`config.mk`:
```
export PLATFORM = sky130hd
export DESIGN_NAME = moving_cars_gen
export DESIGN_NICKNAME = d
export VERILOG_FILES = /design/src/rtl/moving_cars_pkg.sv /design/src/rtl/moving_cars_gen_hit_box.sv /design/src/rtl/moving_cars_gen.sv
export SDC_FILE = /design/constraint.sdc
export NUM_CORES = 1
export LEC_CHECK = 0
export BUFFER_PORTS_ARGS = -buffer_cell sky130_fd_sc_hd__buf_2
export CAP_MARGIN = 0
export CORE_ASPECT_RATIO = 0.7
export CORE_MARGIN = 2
export CORE_UTILIZATION = 63
export DETAILED_ROUTE_END_ITERATION = 10
export PLACE_DENSITY = 0.85
export SYNTH_ARGS = -nofsm -noshare
export SYNTH_HDL_FRONTEND = slang
export SYNTH_SLANG_ARGS = --single-unit
```
`constraint.sdc`:
```
create_clock -name clk -period 4.9 [get_ports clk]
set_input_delay 0.49 -clock clk [delete_from_list [all_inputs] [get_ports clk]]
set_output_delay 0.49 -clock clk [all_outputs]
set_load 0.01 [all_outputs]
```
`src/rtl/moving_cars_pkg.sv`:
```
// Shared road/car geometry, colours and game state for the car layers.
// Imported by the moving-cars generator, player car and compositor.
package moving_cars_pkg;

    localparam int SCREEN_W   = 640;
    localparam int SCREEN_H   = 480;
    localparam int CAR_W      = 32;
    localparam int CAR_H      = 48;
    localparam int NUM_CARS   = 3;
    localparam int LANE0_X    = 200;
    localparam int LANE_PITCH = 80;
    localparam int SPEED      = 2;
    localparam int STAGGER    = 176;

    localparam logic [11:0] BLACK = 12'h000;
    localparam logic [11:0] WHITE = 12'hFFF;

    typedef enum logic [1:0] {
        IDLE,
        RUN,
        CRASH
    } game_state_t;

    // Car colours; the compositor keys on BLACK/WHITE,
    // so none of these may be either.
    function automatic logic [11:0] car_rgb(input int idx);
        logic [11:0] c;
        case (idx)
            0:       c = 12'hF00;
            1:       c = 12'h0F0;
            default: c = 12'h00F;
        endcase
        return c;
    endfunction

    function automatic logic [9:0] lane_x(input logic [1:0] lane);
        return 10'(LANE0_X) + 10'(LANE_PITCH) * 10'(lane);
    endfunction

endpackage

```
`src/rtl/moving_cars_gen_hit_box.sv`:
```
// car_hit_box: combinational overlap test of a car box against a query box.
// Ports: car_x/car_yb (car left edge, bottom edge), qx/qy/qw/qh (query box),
// hit (boxes overlap). A 1x1 query box gives a point-in-box test.
module car_hit_box
    import moving_cars_pkg::*;
(
    input  logic [9:0] car_x,
    input  logic [9:0] car_yb,
    input  logic [9:0] qx,
    input  logic [9:0] qy,
    input  logic [6:0] qw,
    input  logic [6:0] qh,
    output logic       hit
);

    // Signed 12-bit so yb-CAR_H may go negative and sums never wrap.
    logic signed [11:0] cx;
    logic signed [11:0] cyb;
    logic signed [11:0] cyt;
    logic signed [11:0] x0;
    logic signed [11:0] y0;
    logic signed [11:0] w;
    logic signed [11:0] h;

    assign cx  = signed'({2'b00, car_x});
    assign cyb = signed'({2'b00, car_yb});
    assign cyt = cyb - 12'(CAR_H);
    assign x0  = signed'({2'b00, qx});
    assign y0  = signed'({2'b00, qy});
    assign w   = signed'({5'b00000, qw});
    assign h   = signed'({5'b00000, qh});

    assign hit = (x0 < cx + 12'(CAR_W)) && (cx < x0 + w)
              && (y0 < cyb) && (cyt < y0 + h);

endmodule

```
`src/rtl/moving_cars_gen.sv`:
```
// moving_cars_gen: obstacle cars scrolling down the lanes, rendered per pixel.
// Ports: clk, reset_n, pix_row/pix_col/video_on (dtg), frame_tick, run,
// player_x/player_y (player box), moving_cars_out (RGB444, 1 clk latency),
// collision (state is CRASH), score (cars passed, saturating).
module moving_cars_gen
    import moving_cars_pkg::*;
(
    input  logic        clk,
    input  logic        reset_n,
    input  logic [9:0]  pix_row,
    input  logic [9:0]  pix_col,
    input  logic        video_on,
    input  logic        frame_tick,
    input  logic        run,
    input  logic [9:0]  player_x,
    input  logic [9:0]  player_y,
    output logic [11:0] moving_cars_out,
    output logic        collision,
    output logic [7:0]  score
);

    localparam logic [10:0] YB_WRAP = 11'(SCREEN_H + CAR_H);

    game_state_t         state;
    logic [7:0]          lfsr;
    logic [9:0]          yb      [NUM_CARS];
    logic [1:0]          lane    [NUM_CARS];
    logic [9:0]          car_x   [NUM_CARS];
    logic [10:0]         yb_next [NUM_CARS];
    logic [NUM_CARS-1:0] pix_hit;
    logic [NUM_CARS-1:0] crash_hit;
    logic [1:0]          new_lane;
    logic [7:0]          score_next;
    logic [11:0]         pix_rgb;

    for (genvar g = 0; g < NUM_CARS; g++) begin : g_car
        assign car_x[g]   = lane_x(lane[g]);
        assign yb_next[g] = {1'b0, yb[g]} + 11'(SPEED);

        car_hit_box u_pix (
            .car_x  (car_x[g]),
            .car_yb (yb[g]),
            .qx     (pix_col),
            .qy     (pix_row),
            .qw     (7'd1),
            .qh     (7'd1),
            .hit    (pix_hit[g])
        );

        car_hit_box u_crash (
            .car_x  (car_x[g]),
            .car_yb (yb[g]),
            .qx     (player_x),
            .qy     (player_y),
            .qw     (7'(CAR_W)),
            .qh     (7'(CAR_H)),
            .hit    (crash_hit[g])
        );
    end

    // Lane 3 does not exist; fold it onto the middle lane.
    assign new_lane = (lfsr[1:0] == 2'd3) ? 2'd1 : lfsr[1:0];

    // Each car wrapping this tick scores once, saturating at 255.
    always_comb begin
        score_next = score;
        for (int i = 0; i < NUM_CARS; i++) begin
            if (yb_next[i] >= YB_WRAP && score_next != 8'hFF)
                score_next = score_next + 8'd1;
        end
    end

    // Lowest index wins, so scan from the top down.
    always_comb begin
        pix_rgb = BLACK;
        for (int i = NUM_CARS - 1; i >= 0; i--) begin
            if (pix_hit[i])
                pix_rgb = car_rgb(i);
        end
    end

    always_ff @(posedge clk or negedge reset_n) begin
        if (!reset_n)
            lfsr <= 8'hA5;
        else
            lfsr <= {lfsr[6:0], lfsr[7] ^ lfsr[5] ^ lfsr[4] ^ lfsr[3]};
    end

    always_ff @(posedge clk or negedge reset_n) begin
        if (!reset_n) begin
            state     <= IDLE;
            collision <= 1'b0;
            score     <= 8'd0;
            for (int i = 0; i < NUM_CARS; i++) begin
                yb[i]   <= 10'(i * STAGGER);
                lane[i] <= 2'(i);
            end
        end else begin
            unique case (state)
                IDLE: begin
                    if (run)
                        state <= RUN;
                end
                RUN: begin
                    if (!run) begin
                        state <= IDLE;
                        score <= 8'd0;
                        for (int i = 0; i < NUM_CARS; i++) begin
                            yb[i]   <= 10'(i * STAGGER);
                            lane[i] <= 2'(i);
                        end
                    end else if (frame_tick) begin
                        // A hit on the old positions freezes the cars.
                        if (|crash_hit) begin
                            state     <= CRASH;
                            collision <= 1'b1;
                        end else begin
                            score <= score_next;
                            for (int i = 0; i < NUM_CARS; i++) begin
                                if (yb_next[i] >= YB_WRAP) begin
                                    yb[i]   <= 10'd0;
                                    lane[i] <= new_lane;
                                end else begin
                                    yb[i] <= yb_next[i][9:0];
                                end
                            end
                        end
                    end
                end
                CRASH: begin
                    if (!run) begin
                        state     <= IDLE;
                        collision <= 1'b0;
                        score     <= 8'd0;
                        for (int i = 0; i < NUM_CARS; i++) begin
                            yb[i]   <= 10'(i * STAGGER);
                            lane[i] <= 2'(i);
                        end
                    end
                end
                default: begin
                    state     <= IDLE;
                    collision <= 1'b0;
                end
            endcase
        end
    end

    always_ff @(posedge clk or negedge reset_n) begin
        if (!reset_n)
            moving_cars_out <= BLACK;
        else if (video_on && state != IDLE
                 && pix_row < 10'(SCREEN_H))
            moving_cars_out <= pix_rgb;
        else
            moving_cars_out <= BLACK;
    end

endmodule
```
==> out/metrics.csv, run 1 <==
stage,metric,value,unit
critical_path,crit_chain,ha_1 -> and4_2 -> nor4_1 -> or3_1 -> a21oi_4 -> mux2_2 -> ha_1 -> nand2b_1 -> mux2i_1 -> buf_4 -> nand4b_1 -> nand2_1 -> mux2_2 -> ha_1 -> and3_1 -> a311oi_4 -> xnor2_1 -> a22o_1,
worst_hold_path,hold_path_class,in -> async,
sta,period_share,94.6,%
drt,drtAntennaViolNets,0,
floorplanning,die_h,99.4,um
critical_path,start_kind,flop,
drt,drtPass1Iterations,8,
drt,drt-total-wl,23.2,mm
logic_synthesis,synthesis.area,8180,sq um
floorplanning,rows,34,
sta,maxSlewViolCount,0,
logic_synthesis,synth-compound-area-share,24.8,%
sta,skew,0.0131,ns
layout,synthToLayoutAreaGrowth,7.98,%
floorplanning,die-area,13900,sq um
clocking,cts_tree,built,
clocking,cts_sinks,55,
critical_path,critPathLaunch,yb[24],
critical_path,slowest_stage,dfrtp_2,
layout,antenna_cells,0,
drt,num_vias,7708,
logic_synthesis,yosysUniqueCellTypes,74,
drt,drt_iter0_drc,889,
flow_run,cap_viol_max_count,0,
sta,holdWs,0.326,ns
sta,tightest_slew,0.883,ns
global_routing,grt_max_degree,56,
power,leakage,4.33,nW
sta,hold_violations,0,
sta,fmax,216,MHz
status,outcome,"complete, no violations",
sta,setup_slack,0.263,ns
critical_path,crit_path_frequent_cell,ha_1,
drt,post_drt_via_cell_ratio,6.58,
clocking,cts-root-buf,clkbuf_16,
clocking,cts_max_level,2,
sta,setup_viol,0,
sta,fin_tns_setup,0,ns
logic_synthesis,synth-seq-cells,55,
critical_path,crit_required,5.10,ns
logic_synthesis,ys_seq_area_share,17.0,%
logic_synthesis,synth_edf_count,0,
global_routing,grt_pass1_vias,7168,
logic_synthesis,syn_nets,1191,
critical_path,timing.rr.start,yb[24],
global_routing,antenna_found_initial,0,
floorplanning,die_x,140,um
power,peakVddDrop,0.157,mV
placed_design,place_ws,0.217,ns
logic_synthesis,synth_mux_area_share,1.56,%
critical_path,worstPathMaxFanout,9,
logic_synthesis,synth_ff_type,dfrtp_1,
placed_design,gpl.final_weighted_congestion,1.00,
logic_synthesis,ys_warn_count,0,
drt,wl_per_cell,19.8,um
clocking,clkTransAtPathRegs,0.09,ns
sta,rsz0062_at_grt,no,
logic_synthesis,synth_top_family_by_area,adder cells,
logic_synthesis,synth-simple-area-share,16.3,%
logic_synthesis,syn_inst,952,
layout,final_layout_size_suffix_gt1_share,12.8,%
critical_path,endpoint_kind,flop,
global_routing,grt-ovfl-total,0,
logic_synthesis,syn_area_per_cell,8.60,sq um
floorplanning,start_util,65.2,%
logic_synthesis,async_flop_share,100,%
sta,period_minus_slack,4.64,ns
critical_path,crit_arrival,4.84,ns
clocking,numCtsBuffers,5,
power,p_per_area,202,nW/um^2
placed_design,hpwl,18.7,mm
global_routing,grt_pass1_wl,37.5,mm
critical_path,cpPeakStageDelay,0.45,ns
critical_path,worstSetupPathType,reg -> reg,
drt,drc,0,
layout,fillers,996,
layout,nets,1248,
floorplanning,io_pins,66,
global_routing,grt.total_usage,33.9,%
floorplanning,core,12500,sq um
placed_design,io_buffers,65,
logic_synthesis,yosys.area_share.adder,29.7,%
clocking,insertion_delay,0.32,ns
logic_synthesis,synthXorXnorAreaFrac,5.78,%
clocking,clockBufferDepth,2,
sta,slew_headroom,40.6,%
placed cells by master, fill, tap and decap left out, drive strengths merged, types with 12 or more instances in the layout:
cell	Yosys	routed
o21ai	67	67
dfrtp	43	43
a21o	44	44
nand2	60	60
nand2b	15	15
nand3	34	34
nor3	13	13
ha	194	194
a211oi	17	17
dfstp	12	12
a31oi	17	17
xnor2	33	33
xor2	21	21
inv	58	61
o21a	22	22
o211ai	13	13
nor2b	17	17
nor2	38	38
nand4	12	12
and3	19	19
a21oi	49	49
buf	17	83
power breakdown:
group | internal [W] | total, W | switching (W)
sequential | 0.000491 | 0.000570 | 0.0000787
clock | 0.000200 | 0.000406 | 0.000206
combinational | 0.000354 | 0.000808 | 0.000454
cells in the mapped netlist (4+ instances only):
| master | instances | share of area [%] |
|---|---|---|
| a211o_1 | 5 | 0.54 |
| o211ai_1 | 13 | 1.2 |
| o21a_1 | 22 | 2.0 |
| and4_1 | 4 | 0.43 |
| mux2i_1 | 6 | 0.73 |
| a22o_1 | 5 | 0.54 |
| ha_1 | 194 | 30 |
| and3_1 | 19 | 1.5 |
| a21oi_1 | 47 | 2.9 |
| nand3_1 | 34 | 2.1 |
| buf_4 | 11 | 1.0 |
| inv_1 | 58 | 2.7 |
| nor3_1 | 13 | 0.80 |
| a31oi_1 | 16 | 1.2 |
| a211oi_1 | 16 | 1.5 |
| nand2b_1 | 15 | 1.1 |
| mux2_2 | 6 | 0.83 |
| o2111ai_1 | 5 | 0.54 |
| dfstp_2 | 12 | 3.9 |
| nor2b_1 | 17 | 1.3 |
| xnor2_1 | 33 | 3.5 |
| or3_1 | 9 | 0.69 |
| nand4_1 | 12 | 0.92 |
| o31ai_1 | 10 | 0.92 |
| nor2_1 | 38 | 1.7 |
| dfrtp_1 | 43 | 13 |
| xor2_1 | 21 | 2.2 |
| nand2_1 | 60 | 2.8 |
| a32o_1 | 4 | 0.49 |
| nand3b_1 | 4 | 0.37 |
| a21o_1 | 44 | 4.0 |
| o21ai_0 | 66 | 4.0 |
| nor4_1 | 9 | 0.69 |
| clkbuf_1 | 16 | 0.73 |
| and2_1 | 7 | 0.54 |
logic make-up after synthesis:
| group | Yosys count |
|---|---|
| compound gates | 292 |
| buf+inv | 91 |
| simple gates | 254 |
| flops | 55 |
| fa+ha+maj | 194 |
| xor+xnor | 54 |
| mux | 12 |
flip-flops by register name (all words and copies together) (netlist names):
| signal | cells |
|---|---|
| yb | 27 |
| lfsr | 8 |
| score | 8 |
| lane | 6 |
| moving_cars_out | 3 |
| state | 2 |
| collision | 1 |
worst max-delay path: cells and delay by family (launching register included):
family,cells,cell delay (ns)
compound gates,3,0.82
xor+xnor,1,0.12
fa+ha+maj,3,0.76
buf+inv,1,0.17
flops,1,0.45
mux,3,0.79
simple gates,7,1.42
worst paths after layout:
path,to,slack [ns],depth (start not counted)
setup / recovery,score[3],0.26,18
hold / removal,moving_cars_out[7],0.33,2
setup reg to reg,score[3],0.26,18
hold reg to reg,lfsr[7],0.37,0
max in group asynchronous,yb[25],4.05,2
min in group clk,lfsr[7],0.37,0
layer usage:
| layer | global-route usage [%] | vias to the layer above | share of wire (%) |
|---|---|---|---|
| li1 | - | 3677 | - |
| met1 | 52.3 | 3618 | 46 |
| met2 | 47.4 | 381 | 39 |
| met3 | 8.76 | 32 | 14 |
| met4 | 6.14 | 0 | 1.2 |
| met5 | 0 | - | 0 |
area by class of cell:
cell class                 count  area (sq um)  area share [%]
tap                          162           203            2.29
multi-input combinational    806          6400            72.5
sequential                    55          1390            15.8
clock buffer                   5           125            1.42
clock inverter                 3          31.3           0.354
timing repair buffer          83           460            5.21
inverter                      58           218            2.46
stage by stage:
stage / total power (W) / instance area [sq um] / cells / util (%)
after floorplan: 0.00109 / 8180 / 952 / -
after global placement: 0.00132 / 8670 / 1163 / 69.1
after detailed placement: 0.00135 / 8670 / 1163 / 69.1
after CTS: 0.00176 / 8820 / 1171 / 70.3
after global routing: 0.00192 / 8840 / 1172 / 70.4
final: 0.00178 / 8840 / 1172 / 70.4
timing repair:
| action | in CTS | in global routing |
|---|---|---|
| gates resized for setup | 0 | 5 |
| hold buffers | 0 | 0 |
| setup buffers | 0 | 1 |
| hold endpoints to repair | 0 | 0 |
| endpoints found under the setup margin | 0 | 5 |
Note: power is estimated with default switching activity, not from simulation.
==> inputs of run 2 (changes only) <==
Settings changed: BUFFER_PORTS_ARGS -buffer_cell sky130_fd_sc_hd__buf_2 to -buffer_cell sky130_fd_sc_hd__buf_4, SKIP_LAST_GASP set to 1.
==> out/metrics.csv, run 2 (synthesized netlist as in run 1, its figures left out) <==
stage,metric,value,unit,change
layout,top_register,yb,,unchanged
sta,slew_headroom,26.5,%,was 40.6%
drt,num_vias,7641,,was 7708
clocking,cts_max_level,2,,unchanged
critical_path,crit_path_frequent_cell,ha_1,,unchanged
clocking,cts_sinks,55,,unchanged
clocking,cts_resized,0,,unchanged
global_routing,grt-ovfl-total,0,,unchanged
critical_path,endpoint_kind,flop,,unchanged
placed_design,dp_cells,1156,,was 1163
global_routing,grt_use_met1,52.4,%,was 52.3%
power,leakage,4.32,nW,was 4.33 nW
layout,final_common_cell,ha_1,,unchanged
clocking,cts-hold-fix-buffers,0,,unchanged
critical_path,worstSetupPathType,reg -> reg,,unchanged
sta,period_minus_slack,4.60,ns,was 4.64 ns
floorplanning,die-area,13900,sq um,unchanged
clocking,clockBufferDepth,2,,unchanged
power,clockPowerShare,22.2,%,was 22.8%
drt,drc,0,,unchanged
floorplanning,start_util,65.2,%,unchanged
layout,nets,1240,,was 1248
power,combinationalPowerShare,45.8,%,was 45.3%
layout,design_area,8930,sq um,was 8840 sq um
floorplanning,io_pins,66,,unchanged
clocking,cts_tree,built,,unchanged
worst_hold_path,hold_path_class,in -> async,,unchanged
global_routing,grt.total_usage,33.5,%,was 33.9%
sta,maxSlewViolCount,0,,unchanged
global_routing,met3_usage,9.34,%,was 8.76%
sta,hold_violations,0,,unchanged
sta,tightest_slew,1.10,ns,was 0.883 ns
sta,setup_viol,0,,unchanged
sta,fmax,217,MHz,was 216 MHz
critical_path,cpLargestDelayFamily,simple AND/OR/NAND/NOR gates,,unchanged
critical_path,crit_arrival,4.79,ns,was 4.84 ns
critical_path,crit_buf_inv,1,,unchanged
drt,post_drt_via_cell_ratio,6.56,,was 6.58
status,outcome,"complete, no violations",,unchanged
critical_path,crit_required,5.10,ns,about the same
drt,drtPass1Iterations,7,,was 8
drt,wl_per_cell,19.8,um,about the same
global_routing,grt_busiest_layer,met1,,unchanged
sta,rsz0062_at_grt,no,,unchanged
layout,synthToLayoutAreaGrowth,9.19,%,was 7.98%
placed_design,placed_area,8780,sq um,was 8670 sq um
critical_path,slowest_stage,dfrtp_1,,was dfrtp_2
layout,layout_common_cells,"194 x ha_1, 75 x buf_4, 66 x o21ai_0",,"was 194 x ha_1, 66 x o21ai_0, 65 x buf_2"
layout,reg_top3,"yb x27, lfsr x8, score x8",,unchanged
power,p_sw_share,41.7,%,was 41.4%
floorplanning,rows,34,,unchanged
global_routing,grt_pass1_vias,6937,,was 7168
power,intPower,0.00105,W,was 0.00104 W
critical_path,start_kind,flop,,unchanged
floorplanning,die_h,99.4,um,unchanged
critical_path,timing.rr.start,yb[21],,was yb[24]
power,p_seq_share,32.0,%,was 31.9%
sta,period_share,93.9,%,was 94.6%
layout,utilization,71.2,%,was 70.4%
power,p_switching,0.000751,W,was 0.000739 W
layout,fillers,986,,was 996
layout,antenna_cells,0,,unchanged
drt,drt_iter0_drc,803,,was 889
clocking,insertion_delay,0.32,ns,about the same
sta,fin_tns_setup,0,ns,unchanged
layout,final_layout_size_suffix_gt1_share,11.7,%,was 12.8%
critical_path,cpPeakStageDelay,0.50,ns,was 0.45 ns
global_routing,antenna_found_initial,0,,unchanged
power,peakVddDrop,0.157,mV,about the same
layout,final_cells,1164,,was 1172
power,p_per_area,202,nW/um^2,about the same
floorplanning,core,12500,sq um,unchanged
critical_path,worstPathMaxFanout,9,,unchanged
floorplanning,die_x,140,um,unchanged
critical_path,crit_chain,ha_1 -> and4_1 -> a31oi_1 -> or3_1 -> a21oi_4 -> mux2_2 -> ha_1 -> nand2_1 -> mux2i_1 -> buf_4 -> or2_0 -> a311o_1 -> and2_1 -> nor4_2 -> nand4b_1 -> a32o_1,,was ha_1 -> and4_2 -> nor4_1 -> or3_1 -> a21oi_4 -> mux2_2 -> ha_1 -> nand2b_1 -> mux2i_1 -> buf_4 -> nand4b_1 -> nand2_1 -> mux2_2 -> ha_1 -> and3_1 -> a311oi_4 -> xnor2_1 -> a22o_1
drt,drtAntennaViolNets,0,,unchanged
global_routing,grt_max_degree,56,,unchanged
sta,skew,0.0191,ns,was 0.0131 ns
global_routing,grt_pass1_wl,37.1,mm,was 37.5 mm
layout,largest_reg_flops,27,,unchanged
critical_path,critPathLaunch,yb[21],,was yb[24]
clocking,numCtsBuffers,5,,unchanged
drt,drt-total-wl,23.1,mm,was 23.2 mm
clocking,clkTransAtPathRegs,0.10,ns,was 0.09 ns
clocking,cts-root-buf,clkbuf_16,,unchanged
placed_design,gpl.final_weighted_congestion,1.04,,was 1.00
flow_run,cap_viol_max_count,0,,unchanged
sta,holdWs,0.216,ns,was 0.326 ns
clocking,post_cts_buffers,0,,unchanged
placed_design,io_buffers,65,,unchanged
placed_design,hpwl,18.8,mm,was 18.7 mm
global_routing,use_met2,45.9,%,was 47.4%
==> run 2: changes by cell type in the layout (fill, tap and decap cells not counted) <==
cell / before / now
and4_4: 1 / 0
dfrtp_2: 2 / 0
dfrtp_1: 41 / 43
and4_2: 1 / 0
buf_2: 65 / 0
inv_6: 1 / 2
clkinv_8: 0 / 1
buf_4: 18 / 75
inv_8: 2 / 0
and4_1: 2 / 4
==> run 2: worst reg2reg max path: stages, from the launching register on <==
cell and delay [ns]:
dfrtp_1 0.50, ha_1 0.33, and4_1 0.36, a31oi_1 0.16, or3_1 0.43, a21oi_4 0.18, mux2_2 0.37, ha_1 0.26
nand2_1 0.09, mux2i_1 0.09, buf_4 0.18, or2_0 0.21, a311o_1 0.40, and2_1 0.19, nor4_2 0.30, nand4b_1 0.14
a32o_1 0.30
==> run 2: power by group through the flow <==
stage	sequential [W]	clock, W	combinational (W)
2_1_floorplan	0.000545	0	0.000542
3_3_place_gp	0.000578	0	0.000764
3_5_place_dp	0.000581	0	0.000800
4_1_cts	0.000573	0.000399	0.000809
5_1_grt	0.000581	0.000416	0.000926
6_report	0.000577	0.000400	0.000825
==> run 2: final timing paths <==
kind | endpoint | slack [ns] | cells after the start
worst max-delay path | score[7] | 0.30 | 16
worst min-delay path | yb[13] | 0.22 | 1
worst max register to register | score[7] | 0.30 | 16
worst min register to register | lfsr[7] | 0.36 | 0
max in group asynchronous | yb[21] | 4.20 | 1
min in group clk | lfsr[7] | 0.36 | 0
==> run 2: layout make-up <==
class,count,area (sq um),area share [%]
Sequential cell,55,1390,15.6
Clock buffer,5,125,1.40
Timing Repair Buffer,75,563,6.30
Clock inverter,3,33.8,0.378
Inverter,58,218,2.44
Multi-Input combinational cell,806,6400,71.6
Tap cell,162,203,2.27
==> run 2: routing by layer <==
metal | part of all wire, % | vias up
li1 | - | 3661
met1 | 48 | 3609
met2 | 39 | 344
met3 | 12 | 27
met4 | 0.99 | 0
met5 | 0 | -
==> run 2: through the flow <==
stage | total power (W) | setup WS, ns
2_1_floorplan | 0.00109 | 0.459
3_3_place_gp | 0.00134 | 0.491
3_5_place_dp | 0.00138 | 0.364
4_1_cts | 0.00178 | 0.343
5_1_grt | 0.00192 | 0.0801
6_report | 0.00180 | 0.301
